[src/rtl/fetch_pkg.sv]
// Shared constants and the PC-tagged instruction record used by the fetch stage.
package fetch_pkg;

    localparam logic [31:0] RESET_PC_DEFAULT = 32'hBFC0_0000;
    localparam int          INSTR_BYTES      = 4;

    typedef struct packed {
        logic [31:0] pc;
        logic [31:0] instr;
    } fetch_entry_t;

endpackage

[src/rtl/fetch_unit_if.sv]
// Bus bundle around the fetch stage: redirect input, imem request/response, decode handoff.
// master = fetch unit, slave = surrounding pipeline / instruction memory.
interface fetch_unit_if #(
    parameter int DATA_WIDTH = 32
);
    logic                  redirect;
    logic [DATA_WIDTH-1:0] redirect_pc;
    logic                  imem_req;
    logic [DATA_WIDTH-1:0] imem_addr;
    logic                  imem_gnt;
    logic                  imem_rvalid;
    logic [DATA_WIDTH-1:0] imem_rdata;
    logic                  if_valid;
    logic [DATA_WIDTH-1:0] if_instr;
    logic [DATA_WIDTH-1:0] if_pc;
    logic                  if_ready;

    modport master (
        input  redirect, redirect_pc, imem_gnt, imem_rvalid, imem_rdata, if_ready,
        output imem_req, imem_addr, if_valid, if_instr, if_pc
    );

    modport slave (
        output redirect, redirect_pc, imem_gnt, imem_rvalid, imem_rdata, if_ready,
        input  imem_req, imem_addr, if_valid, if_instr, if_pc
    );
endinterface

[src/rtl/sync_fifo.sv]
// Small register-based FIFO with flush; head is read straight from storage (no bypass).
// DEPTH must be a power of two so the pointers wrap naturally.
module sync_fifo #(
    parameter int WIDTH = 64,
    parameter int DEPTH = 4
) (
    input  logic                         clk,
    input  logic                         rst_n,
    input  logic                         i_flush,
    input  logic                         i_push,
    input  logic [WIDTH-1:0]             i_push_data,
    input  logic                         i_pop,
    output logic [WIDTH-1:0]             o_head,
    output logic [$clog2(DEPTH+1)-1:0]   o_count
);
    localparam int AW = $clog2(DEPTH);
    localparam int CW = $clog2(DEPTH+1);

    logic [WIDTH-1:0] r_mem [DEPTH];
    logic [AW-1:0]    r_wr_ptr;
    logic [AW-1:0]    r_rd_ptr;
    logic [CW-1:0]    r_count;
    logic             w_push;
    logic             w_pop;

    assign w_push  = i_push && (r_count != CW'(DEPTH));
    assign w_pop   = i_pop && (r_count != '0);
    assign o_head  = r_mem[r_rd_ptr];
    assign o_count = r_count;

    always_ff @(posedge clk) begin
        if (!rst_n || i_flush) begin
            r_wr_ptr <= '0;
            r_rd_ptr <= '0;
            r_count  <= '0;
        end else begin
            if (w_push) r_wr_ptr <= r_wr_ptr + AW'(1);
            if (w_pop)  r_rd_ptr <= r_rd_ptr + AW'(1);
            r_count <= r_count + CW'(w_push) - CW'(w_pop);
        end
    end

    always_ff @(posedge clk) begin
        if (w_push) r_mem[r_wr_ptr] <= i_push_data;
    end
endmodule

[src/rtl/fetch_unit.sv]
// Instruction-fetch stage: owns the fetch PC, issues in-order imem requests and buffers
// PC-tagged instructions for decode. Optional perf counters under `FETCH_PERF_EN.
module fetch_unit
    import fetch_pkg::*;
#(
    parameter int                    DATA_WIDTH = 32,
    parameter int                    FIFO_DEPTH = 4,
    parameter logic [DATA_WIDTH-1:0] RESET_PC   = RESET_PC_DEFAULT
) (
    input  logic         clk,
    input  logic         rst_n,
    fetch_unit_if.master bus,
    output logic [31:0]  perf_fetched,
    output logic [31:0]  perf_flushes
);
    localparam int CW = $clog2(FIFO_DEPTH+1);

    logic [DATA_WIDTH-1:0] r_fetch_pc;
    logic [CW-1:0]         r_outstanding;
    logic [CW-1:0]         r_drop;
    logic [CW-1:0]         w_fifo_count;
    logic [CW-1:0]         w_pcq_count;
    logic [DATA_WIDTH-1:0] w_pcq_head;
    fetch_entry_t          w_push_entry;
    fetch_entry_t          w_head_entry;
    logic                  w_credit;
    logic                  w_req;
    logic                  w_grant;
    logic                  w_rsp;
    logic                  w_keep;
    logic                  w_valid;
    logic                  w_pop;

    // Buffered plus in-flight never exceeds the FIFO depth, so a kept response always fits.
    assign w_credit = ({1'b0, w_fifo_count} + {1'b0, r_outstanding}) < (CW+1)'(FIFO_DEPTH);
    assign w_req    = rst_n && w_credit && !bus.redirect;
    assign w_grant  = w_req && bus.imem_gnt;
    assign w_rsp    = bus.imem_rvalid && (r_outstanding != '0);
    assign w_keep   = w_rsp && (r_drop == '0) && !bus.redirect && (w_pcq_count != '0);
    assign w_valid  = (w_fifo_count != '0);
    assign w_pop    = w_valid && bus.if_ready;

    assign bus.imem_req  = w_req;
    assign bus.imem_addr = r_fetch_pc;
    assign bus.if_valid  = w_valid;
    assign bus.if_instr  = w_head_entry.instr;
    assign bus.if_pc     = w_head_entry.pc;
    assign w_push_entry  = {w_pcq_head, bus.imem_rdata};

    always_ff @(posedge clk) begin
        if (!rst_n) begin
            r_fetch_pc    <= RESET_PC;
            r_outstanding <= '0;
            r_drop        <= '0;
        end else begin
            r_outstanding <= r_outstanding + CW'(w_grant) - CW'(w_rsp);
            if (bus.redirect) begin
                r_fetch_pc <= {bus.redirect_pc[DATA_WIDTH-1:2], 2'b00};
                // Everything still in flight after this cycle belongs to the wrong path.
                r_drop     <= r_outstanding - CW'(w_rsp);
            end else begin
                if (w_grant) r_fetch_pc <= r_fetch_pc + DATA_WIDTH'(INSTR_BYTES);
                if (w_rsp && (r_drop != '0)) r_drop <= r_drop - CW'(1);
            end
        end
    end

    // PC tags of right-path requests only; wrong-path tags are flushed on redirect.
    sync_fifo #(.WIDTH(DATA_WIDTH), .DEPTH(FIFO_DEPTH)) u_pc_queue (
        .clk         (clk),
        .rst_n       (rst_n),
        .i_flush     (bus.redirect),
        .i_push      (w_grant),
        .i_push_data (r_fetch_pc),
        .i_pop       (w_keep),
        .o_head      (w_pcq_head),
        .o_count     (w_pcq_count)
    );

    sync_fifo #(.WIDTH($bits(fetch_entry_t)), .DEPTH(FIFO_DEPTH)) u_instr_fifo (
        .clk         (clk),
        .rst_n       (rst_n),
        .i_flush     (bus.redirect),
        .i_push      (w_keep),
        .i_push_data (w_push_entry),
        .i_pop       (w_pop),
        .o_head      (w_head_entry),
        .o_count     (w_fifo_count)
    );

`ifdef FETCH_PERF_EN
    logic [31:0] r_perf_fetched;
    logic [31:0] r_perf_flushes;

    always_ff @(posedge clk) begin
        if (!rst_n) begin
            r_perf_fetched <= '0;
            r_perf_flushes <= '0;
        end else begin
            if (w_pop)        r_perf_fetched <= r_perf_fetched + 32'd1;
            if (bus.redirect) r_perf_flushes <= r_perf_flushes + 32'd1;
        end
    end

    assign perf_fetched = r_perf_fetched;
    assign perf_flushes = r_perf_flushes;
`else
    assign perf_fetched = '0;
    assign perf_flushes = '0;
`endif
endmodule

[src/flat_wrapper.sv]
// flat-port wrapper written by rule: the top's interface ports become plain ports
module fetch_unit_flat import fetch_pkg::*;
#(
    parameter int                    DATA_WIDTH = 32,
    parameter int                    FIFO_DEPTH = 4,
    parameter logic [DATA_WIDTH-1:0] RESET_PC   = RESET_PC_DEFAULT
)
  (clk, rst_n, perf_fetched, perf_flushes, bus_redirect, bus_redirect_pc, bus_imem_gnt, bus_imem_rvalid, bus_imem_rdata, bus_if_ready, bus_imem_req, bus_imem_addr, bus_if_valid, bus_if_instr, bus_if_pc);
  fetch_unit_if #(.DATA_WIDTH(DATA_WIDTH)) bus_i ();
  input  logic clk;
  input  logic rst_n;
  output logic [31:0] perf_fetched;
  output logic [31:0] perf_flushes;
  input wire logic [$bits(bus_i.redirect)-1:0] bus_redirect;
  input wire logic [$bits(bus_i.redirect_pc)-1:0] bus_redirect_pc;
  input wire logic [$bits(bus_i.imem_gnt)-1:0] bus_imem_gnt;
  input wire logic [$bits(bus_i.imem_rvalid)-1:0] bus_imem_rvalid;
  input wire logic [$bits(bus_i.imem_rdata)-1:0] bus_imem_rdata;
  input wire logic [$bits(bus_i.if_ready)-1:0] bus_if_ready;
  output wire logic [$bits(bus_i.imem_req)-1:0] bus_imem_req;
  output wire logic [$bits(bus_i.imem_addr)-1:0] bus_imem_addr;
  output wire logic [$bits(bus_i.if_valid)-1:0] bus_if_valid;
  output wire logic [$bits(bus_i.if_instr)-1:0] bus_if_instr;
  output wire logic [$bits(bus_i.if_pc)-1:0] bus_if_pc;
  assign bus_i.redirect = bus_redirect;
  assign bus_i.redirect_pc = bus_redirect_pc;
  assign bus_i.imem_gnt = bus_imem_gnt;
  assign bus_i.imem_rvalid = bus_imem_rvalid;
  assign bus_i.imem_rdata = bus_imem_rdata;
  assign bus_i.if_ready = bus_if_ready;
  assign bus_imem_req = bus_i.imem_req;
  assign bus_imem_addr = bus_i.imem_addr;
  assign bus_if_valid = bus_i.if_valid;
  assign bus_if_instr = bus_i.if_instr;
  assign bus_if_pc = bus_i.if_pc;
  fetch_unit #(.DATA_WIDTH(DATA_WIDTH), .FIFO_DEPTH(FIFO_DEPTH), .RESET_PC(RESET_PC)) u_core (.clk(clk), .rst_n(rst_n), .bus(bus_i), .perf_fetched(perf_fetched), .perf_flushes(perf_flushes));
endmodule
[config.mk]
export PLATFORM = sky130hd
export DESIGN_NAME = fetch_unit_flat
export DESIGN_NICKNAME = d
export VERILOG_FILES = /design/src/rtl/fetch_pkg.sv /design/src/rtl/fetch_unit_if.sv /design/src/rtl/sync_fifo.sv /design/src/rtl/fetch_unit.sv /design/src/flat_wrapper.sv
export SDC_FILE = /design/constraint.sdc
export NUM_CORES = 1
export LEC_CHECK = 0
export CAP_MARGIN = 20
export CELL_PAD_IN_SITES_DETAIL_PLACEMENT = 2
export CELL_PAD_IN_SITES_GLOBAL_PLACEMENT = 2
export CORE_ASPECT_RATIO = 0.6
export CORE_MARGIN = 3
export CORE_UTILIZATION = 35
export DETAILED_ROUTE_END_ITERATION = 10
export PLACE_DENSITY_LB_ADDON = 0.15
export SYNTH_ARGS = -nofsm -noshare
export SYNTH_HDL_FRONTEND = slang
export SYNTH_SLANG_ARGS = --single-unit
[constraint.sdc]
create_clock -name clk -period 6.5 [get_ports clk]
set_input_delay 0.65 -clock clk [delete_from_list [all_inputs] [get_ports clk]]
set_output_delay 0.65 -clock clk [all_outputs]
set_load 0.1 [all_outputs]
# Word-level counts from Yosys, hierarchy flattened
# Memory sizes are Yosys's and may differ from the RTL's. A register that Yosys moved wholly into a read port is not among the register bits.
# Cells that the tools add are included.
dict set report totals {
  memories 2
  output_inout_bits 162
  in_bits 70
  ramBits 384
  elab_cells 66
  register_bits 52
}
dict set report classes {
  reduce_logical 24
  muxes 12
  n_eq_ne 2
  bitwise_logic 1
  order_cmp 1
  n_addsub 14
}
# memory depth width read_ports rd_clocked_by_memory_dff write_ports line
set memory_table {}
lappend memory_table {u_core.u_instr_fifo.r_mem 4 64 1 1 1 sync_fifo.sv:19} ;# logic [WIDTH-1:0] r_mem [DEPTH];
lappend memory_table {u_core.u_pc_queue.r_mem 4 32 1 1 1 sync_fifo.sv:19}
# op count
set op_table {}
lappend op_table {{2-to-1 mux 32 bit} 2}
lappend op_table {{adder 32 x 3 -> 32 bit, second input constant} 1}
lappend op_table {{logical AND 1 bit} 13}
lappend op_table {{nonzero test 3 bit} 4}
lappend op_table {{subtractor 3 x 1 -> 3 bit} 4}
lappend op_table {{adder 3 x 1 -> 3 bit} 3}
lappend op_table {{adder 2 x 1 -> 2 bit, second input constant} 4}
lappend op_table {{2-to-1 mux 2 bit} 4}
lappend op_table {{2-to-1 mux 3 bit} 2}
lappend op_table {{inequality test 3 bit, second input constant} 2}
lappend op_table {{adder 3 x 3 -> 4 bit} 1}
lappend op_table {{less-than comparator 4 x 3 -> 1 bit, second input constant} 1}
lappend op_table {{2-to-1 mux 1 bit} 4}
lappend op_table {{nonzero test 2 bit} 2}
lappend op_table {{logical NOT 3 bit} 1}
lappend op_table {{subtractor 3 x 1 -> 3 bit, second input constant} 1}
lappend op_table {{logical NOT 1 bit} 2}
lappend op_table {{OR reduction 2 bit} 1}
lappend op_table {{logical OR 1 bit} 1}
lappend op_table {{NOT 1 bit} 1}

# Longest topological paths before layout
# Gate-level depths: netlist of run 1.
dict set report depth {
  ltp_word 8
  depth_mapped 14
  mapped_depth_nobuf 14
}

# Modules after synthesis
# Synthesis of run 1 repeated with hierarchy kept, for this count alone.
dict set report hier_totals {
  cells_unflattened 945
  hier_area_um2 17655.7
}
# mod n_inst seq_area_each_um2 cells_each area_each_um2
set by_module_without_submodules {}
lappend by_module_without_submodules {{sync_fifo at u_core.u_instr_fifo} 1 7867.5 381 9780.6}
lappend by_module_without_submodules {{sync_fifo at u_core.u_pc_queue} 1 4023.9 214 5101.1}
lappend by_module_without_submodules {fetch_unit 1 720.7 350 2773.9}

# Worst setup path before layout of run 1
# OpenSTA, ideal clock, no wires.
dict set report synth_path {
  kind {input to register}
  start {input port bus_redirect}
  end {memory u_core.u_instr_fifo.r_mem[0][0] (enable)}
  stages 4
  arrival_time_ps 2993
  path_slack_ps 3081
  path_buffers 1
  required_time_ps 6074
  setup_ps 426
  path_cell_list {buf_2 > nor4b_4 > a21boi_2 > and2_1}
}
dict set report synth_via {
  elab_chain_len 6
}
# element line
set synth_lines {}
lappend synth_lines {{from (decl)} flat_wrapper.sv:14} ;# input wire logic [$bits(bus_i.redirect)-1:0] bus_redirect;
lappend synth_lines {{logical NOT 1 bit} fetch_unit.sv:39} ;# assign w_keep = w_rsp && (r_drop == '0) && !bus.redirect && (w_pcq_count != '0);
lappend synth_lines {{logical AND 1 bit (2 in series)} fetch_unit.sv:39}
lappend synth_lines {{logical AND 1 bit} sync_fifo.sv:26} ;# assign w_push = i_push && (r_count != CW'(DEPTH));
lappend synth_lines {{2-to-1 mux 1 bit} sync_fifo.sv:44} ;# if (w_push) r_mem[r_wr_ptr] <= i_push_data;
lappend synth_lines {{2-to-1 mux 1 bit (not written as such)} sync_fifo.sv:44}
lappend synth_lines {{to (decl)} sync_fifo.sv:19}
# Every way passes these cells.

==> results by group, run 1 <==
Global routing
  – Initial antenna violation count: 0
  – Overflow after GRT: 0
  – Largest net degree at the start of global routing: 49
  – First-pass GRT wire length: 62500 µm
  – Gr usage total: 16.3%
  – Vias in the first global route: 9678

STA
  – Slew at the pin closest to its max-slew limit: 1.11 ns
  – Max Clk Rate: 0.229 GHz
  – Final worst-path cycle share: 67.0%
  – Fin. max-slew vios: 0
  – Final setup viols: 0
  – Setup TNS: 0 ns
  – Count of final hold-check violations: 0
  – Worst Skew: 0.0152 ns
  – Final Critical Period: 4.36 ns
  – Slew HR: 26.0%
  – RSZ-0062 raised after global routing: no

Synth
  – Post-Syn Area: 0.0168 mm²
  – Synth Warn #: 0
  – Synth Register Bits: 422
  – Post-synth ARST share: 0%
  – Netlist cell types: 60
  – Mapped Avg Cell Area: 18.4 µm²
  – Area fraction of the dominant cell type after synthesis: 65.8%
  – Primary FF master, synth: edfxtp_1
  – Cells after Synth: 914
  – Post-synth EDFFs: 368
  – Largest area contributor in the synthesized netlist: edfxtp_1
  – Seq/Total Area, Yosys: 72.2%
  – Top cells by area, synth: edfxtp_1 66%, mux4_2 12%, dfxtp_1 6.4%

Floorplanning
  – DIE AREA: 0.0508 mm²
  – Horiz. Die Dim: 289 µm
  – Initial Util: 35.9%
  – Num rows: 61
  – Die height: 176 µm
  – Ports: 232
  – Core area: 0.0469 mm²

Critical path
  – Slowest cell on crit path: clkdlybuf4s50_1
  – CP startpoint kind: register
  – Cell breakdown of the critical path: buf_4, mux4_2, clkdlybuf4s50_1
  – CP max FO: 36
  – Reg2reg start: u_core.r_outstanding[2]$_SDFF_PN0_
  – Setup CP Type: reg2out
  – CP bufs+invs: 2
  – Worst Path Arrival: 3.71 ns
  – Delay of the slowest critical-path stage: 1.01 ns
  – Worst Path Required: 5.85 ns
  – CP endpoint kind: output port
  – Family with the most delay on the worst path: buffers and inverters

Place
  – I/O Buffers: 161
  – DP Wirelength: 26300 µm
  – Routability cong.: 0.722
  – Placed Area: 0.0189 mm²
  – Number of instances in the placed design: 1682

Finish
  – Design area: 0.0202 mm²
  – Fillcell total: 4472
  – ANT cells: 0
  – Fin cells: 1752
  – Layout area overhead: 20.1%
  – Nets: 1190
  – Share of cells above drive strength 1: 16.8%
  – Util after Layout: 43.1%

Drt
  – Via density: 4.88
  – DRC violations left: 0
  – Iter 0 DRT Violations: 546
  – Initial DRT Pass Iterations: 5
  – Final ANT Viol Nets: 0
  – Per-cell routed wire length: 23.2 µm
  – DRT Wirelength: 40700 µm
  – Routed vias: 8544

Power
  – Max VDD drop: 0.213 mV
  – Sequential power share: 51.2%
  – LEAKAGE: 6.50 nW
  – Internal Power: 4.41 mW
  – Gate power share: 9.7%
  – Sw Pwr: 1.52 mW
  – Pwr dens: 293 mW/mm²
  – Clk pwr share: 39.1%
  – Sw Ratio: 25.6%

Clock network
  – Max Root-Sink Buffers: 3
  – Total clock sinks: 422
  – TritonCTS clock tree: built
  – Clk root buf: clkbuf_16
  – Post-CTS setup buffer count: 0
  – CTS Hold Bufs: 0
  – Clock transition at path regs: 0.07 ns
  – Post-CTS sizing: 0
  – Clock Latency Late Sink: 0.54 ns
  – TritonCTS Buffers: 41
  – H-tree depth: 2

Status
  – Status: finished clean

Run
  – Max-cap violations: 0

Worst hold path
  – Hold_sp: u_core.u_pc_queue.r_rd_ptr[1]$_SDFFE_PP0P_
  – Hold Crit Class: reg2reg
[placed cells by master, fill, tap and decap left out, types with 5 or more instances in the layout]
master and n:
nand3_1 18, clkbuf_16 42, nand2_1 30, o21ai_0 15
a31oi_1 7, clkinv_1 9, dfxtp_1 50, and3_1 5
nor2_1 36, mux4_2 92, conb_1 68, xor2_1 7
buf_4 15, nand4_1 15, xnor2_1 9, clkinv_2 5
edfxtp_1 368, ha_1 22, clkdlybuf4s50_1 161, a21oi_1 27
nor3_1 7, and2_1 11, inv_1 21
[synth_stat cells, types with 3 or more instances]
library cell	count
inv_1	21
and3_1	5
a31oi_1	7
or3_1	4
xnor2_1	9
o21ai_0	15
a32oi_1	3
ha_1	22
nand2_1	30
edfxtp_1	368
o31ai_1	3
xor2_1	7
fa_1	3
nor2_1	36
nand4_1	15
buf_2	13
a21oi_1	27
nand3_1	18
o22ai_1	3
mux2i_1	3
clkbuf_1	21
nor3_1	7
buf_4	70
dfxtp_1	54
o211ai_1	4
mux4_2	92
and2_1	15
[cell type report]
cell class / instances / area, µm² / area share [%]
well taps: 630 / 788 / 3.90
clock buffers: 47 / 1090 / 5.40
flip-flops and latches: 422 / 12100 / 60.1
clock inverters: 23 / 184 / 0.911
repair buffers: 176 / 1720 / 8.54
multi-input cells: 431 / 4180 / 20.7
inverters: 23 / 86.3 / 0.428
[registers in the layout (all words and copies together), names as in the netlist, named ones only]
signal / count
u_core.bus.imem_addr: 30
u_core.r_drop: 3
u_core.r_outstanding: 3
u_core.u_instr_fifo.o_count: 3
u_core.u_instr_fifo.r_mem: 248
u_core.u_instr_fifo.r_rd_ptr: 2
u_core.u_instr_fifo.r_wr_ptr: 2
u_core.u_pc_queue.o_count: 3
u_core.u_pc_queue.r_mem: 120
u_core.u_pc_queue.r_rd_ptr: 2
u_core.u_pc_queue.r_wr_ptr: 2
[worst reg2reg max path: cells and delay by family (launching register included)]
kind / cells / cell delay (ns)
compound gates: 1 / 0.63
fa+ha+maj: 4 / 1.09
buf+inv: 3 / 0.21
simple gates: 3 / 0.73
xor+xnor: 2 / 0.31
flops: 1 / 0.43
[power by group through the flow]
stage | combinational [mW] | clock [mW] | sequential [mW]
final | 0.575 | 2.31 | 3.04
after global routing | 0.612 | 2.50 | 3.04
after CTS | 0.582 | 2.39 | 3.04
after detailed placement | 0.578 | 0 | 3.10
after global placement | 0.568 | 0 | 3.09
after floorplan | 0.375 | 0 | 3.17
[path summary, 6_finish.rpt]
| check | cells after the start | slack, ns | to |
|---|---|---|---|
| min | 2 | 0.53 | register |
| max reg2reg | 13 | 2.98 | u_core.u_pc_queue.o_count[2]$_SDFF_PP0_ |
| max | 3 | 2.14 | bus_if_pc[12] |
| min reg2reg | 2 | 0.53 | register |
[routing by layer]
metal / GRT usage (%) / wire length (µm) / vias to the layer above
li1: - / - / 3847
met1: 22.7 / 19000 / 4525
met2: 26.6 / 19500 / 128
met3: 3.37 / 1690 / 44
met4: 3.04 / 553 / 0
met5: 0 / 0 / -
[per-stage QoR]
step	setup WS [ns]	hold slack (ns)	power, mW
2_1_floorplan	3.08	0.485	3.54
3_3_place_gp	2.22	0.503	3.66
3_5_place_dp	2.23	0.524	3.67
4_1_cts	1.99	0.545	6.01
5_1_grt	1.86	0.574	6.16
6_report	2.14	0.532	5.92
[cells by family after synthesis]
group | after synthesis | share of synthesized area, %
flops | 422 | 72.2
simple gates | 144 | 4.67
buf+inv | 128 | 4.52
mux | 99 | 12.8
compound gates | 79 | 2.97
fa+ha+maj | 25 | 2.00
xor+xnor | 16 | 0.834
other cells | 1 | 0.0223
(Power assumes the default switching activity.)
==> run 2, diff against run 1 <==
Clock period 6.5 ns to 4.26 ns, I/O delays scaled along.
==> results by group, run 2 (synthesis results as in run 1) <==
Status
  – Status: finished clean

Floorplanning
  – Horiz. Die Dim: 289 µm (unchanged)
  – DIE AREA: 0.0508 mm² (unchanged)
  – Core area: 0.0469 mm² (unchanged)
  – Ports: 232 (unchanged)
  – Initial Util: 35.9% (unchanged)
  – Num rows: 61 (unchanged)
  – Die height: 176 µm (unchanged)

Finish
  – Reg with most FFs: u_core.u_instr_fifo.r_mem
  – Nets: 1198 (+0.67%)
  – Commonest cells after routing, fill and taps aside: 368 x edfxtp_1, 141 x clkdlybuf4s50_1, 92 x mux4_2
  – Fin cells: 1763 (+0.63%)
  – Layout area overhead: 20.4%
  – ANT cells: 0 (unchanged)
  – Max reg flops: 248 (unchanged)
  – Most common cell after layout, fill and taps aside: edfxtp_1
  – Share of cells above drive strength 1: 18.4% (+1.6 points)

Run
  – Max-cap violations: 0 (unchanged)

Global routing
  – Vias in the first global route: 9572 (-1.1%)
  – Overflow after GRT: 0 (unchanged)
  – Initial antenna violation count: 0 (unchanged)
  – First-pass GRT wire length: 62100 µm (-0.62%)
  – Largest net degree at the start of global routing: 55 (+12%)
  – Gr usage total: 16.1% (-0.12 points)

Critical path
  – CP endpoint kind: output port
  – Cell breakdown of the critical path: buf_12, mux4_2, clkdlybuf4s50_1
  – Slowest cell on crit path: clkdlybuf4s50_1
  – Worst Path Arrival: 3.03 ns (-0.68 ns)
  – Worst Path Required: 3.83 ns (-2.02 ns)
  – Delay of the slowest critical-path stage: 0.99 ns (-0.02 ns)
  – CP startpoint kind: register
  – CP max FO: 38 (+5.6%)
  – Setup CP Type: reg2out

STA
  – Max Clk Rate: 0.289 GHz
  – RSZ-0062 raised after global routing: no
  – Slew HR: 26.8% (+0.81 points)
  – Worst Skew: 0.0131 ns (-0.00211 ns)
  – Fin. max-slew vios: 0 (unchanged)
  – Slew at the pin closest to its max-slew limit: 1.09 ns (-0.0122 ns)
  – Final worst-path cycle share: 81.2%
  – Count of final hold-check violations: 0 (unchanged)
  – Setup TNS: 0 ns (unchanged)
  – Final Critical Period: 3.46 ns
  – Final setup viols: 0 (unchanged)

Clock network
  – Clock Latency Late Sink: 0.54 ns (about the same)
  – H-tree depth: 2 (unchanged)
  – Total clock sinks: 422 (unchanged)
  – TritonCTS clock tree: built
  – Post-CTS setup buffer count: 0 (unchanged)
  – TritonCTS Buffers: 41 (unchanged)
  – Clk root buf: clkbuf_16
  – Clock transition at path regs: 0.06 ns (about the same)
  – CTS Hold Bufs: 0 (unchanged)
  – Post-CTS sizing: 0 (unchanged)
  – Max Root-Sink Buffers: 3 (unchanged)

Drt
  – Via density: 4.86 (-0.44%)
  – Final ANT Viol Nets: 0 (unchanged)
  – Initial DRT Pass Iterations: 4 (-1)
  – Per-cell routed wire length: 22.9 µm (-1.6%)
  – DRT Wirelength: 40300 µm (-0.97%)
  – Routed vias: 8560 (+0.19%)
  – DRC violations left: 0 (unchanged)
  – Iter 0 DRT Violations: 495 (-9.3%)

Power
  – LEAKAGE: 6.56 nW (+0.91%)
  – Max VDD drop: 0.222 mV (+4.2%)
  – Pwr dens: 443 mW/mm² (+51%)

Place
  – Routability cong.: 0.727 (+0.72%)
  – I/O Buffers: 161 (unchanged)
  – Number of instances in the placed design: 1690 (+0.48%)
  – DP Wirelength: 26700 µm (+1.5%)

Worst hold path
  – Hold Crit Class: in2reg
[run 2: cell types whose count changed in the layout (fill, tap and decap cells not counted), sizes merged]
| cell | change |
|---|---|
| clkinvlp | -3 |
| buf | +28 |
| clkinv | -2 |
| clkdlybuf4s50 | -20 |
| clkbuf | +9 |
| inv | -1 |
[run 2: path summary, 6_finish.rpt]
| path | cells past startpoint | startpoint | endpoint | slack [ns] |
|---|---|---|---|---|
| max | 3 | register | bus_if_instr[25] | 0.80 |
| min | 3 | bus_redirect_pc[31] | u_core.bus.imem_addr[31]$_SDFFE_PN1P_ | 0.48 |
| max reg2reg | 14 | u_core.r_drop[0]$_SDFFE_PN0P_ | u_core.u_instr_fifo.o_count[2]$_SDFF_PP0_ | 1.18 |
| min reg2reg | 2 | u_core.u_pc_queue.r_rd_ptr[1]$_SDFFE_PP0P_ | u_core.u_pc_queue.r_rd_ptr[1]$_SDFFE_PP0P_ | 0.53 |
[run 2: area by class of cell]
| class | instances | area [µm²] |
|---|---|---|
| timing repair buffer | 184 | 1800 |
| sequential | 422 | 12100 |
| clock inverter | 17 | 135 |
| fill | 4456 | 26600 |
| multi-input combinational | 431 | 4180 |
| tap | 630 | 788 |
| clock buffer | 56 | 1100 |
| inverter | 23 | 86.3 |
[run 2: critical path, delay by kind of cell, from the launching register on]
| family | cells | cell delay, ns |
|---|---|---|
| mux | 1 | 0.57 |
| buf+inv | 2 | 1.34 |
| flops | 1 | 0.54 |
[run 2: power breakdown]
part           switching [mW]  total, mW  internal (mW)  leakage (nW)
sequential             0.0841       4.64           4.55          3.76
clock                    1.52       3.45           1.94         0.603
combinational           0.664      0.879          0.215          2.20
total                    2.27       8.97           6.70          6.56
[run 2: per-layer routing]
| layer | track usage, % | vias to the layer above | part of all wire [%] | routed length, µm |
|---|---|---|---|---|
| met5 | 0 | - | 0 | 0 |
| met4 | 3.02 | 0 | 1.2 | 501 |
| met3 | 3.29 | 35 | 4.4 | 1780 |
| met2 | 25.9 | 154 | 48 | 19400 |
| met1 | 23.1 | 4513 | 46 | 18700 |
| li1 | - | 3858 | - | - |
[run 2: per-stage QoR]
| stage | power (mW) | utilization, % | hold WS (ns) | cell area [µm²] | setup slack, ns |
|---|---|---|---|---|---|
| finish | 8.97 | 43.2 | 0.484 | 20200 | 0.802 |
| global route | 9.33 | 43.2 | 0.485 | 20200 | 0.651 |
| CTS | 9.10 | 43.2 | 0.454 | 20200 | 0.719 |
| detailed placement | 5.61 | 40.5 | 0.518 | 19000 | 0.678 |
| global placement | 5.59 | 40.5 | 0.499 | 19000 | 0.792 |
| floorplan | 5.40 | - | 0.485 | 17100 | 1.06 |
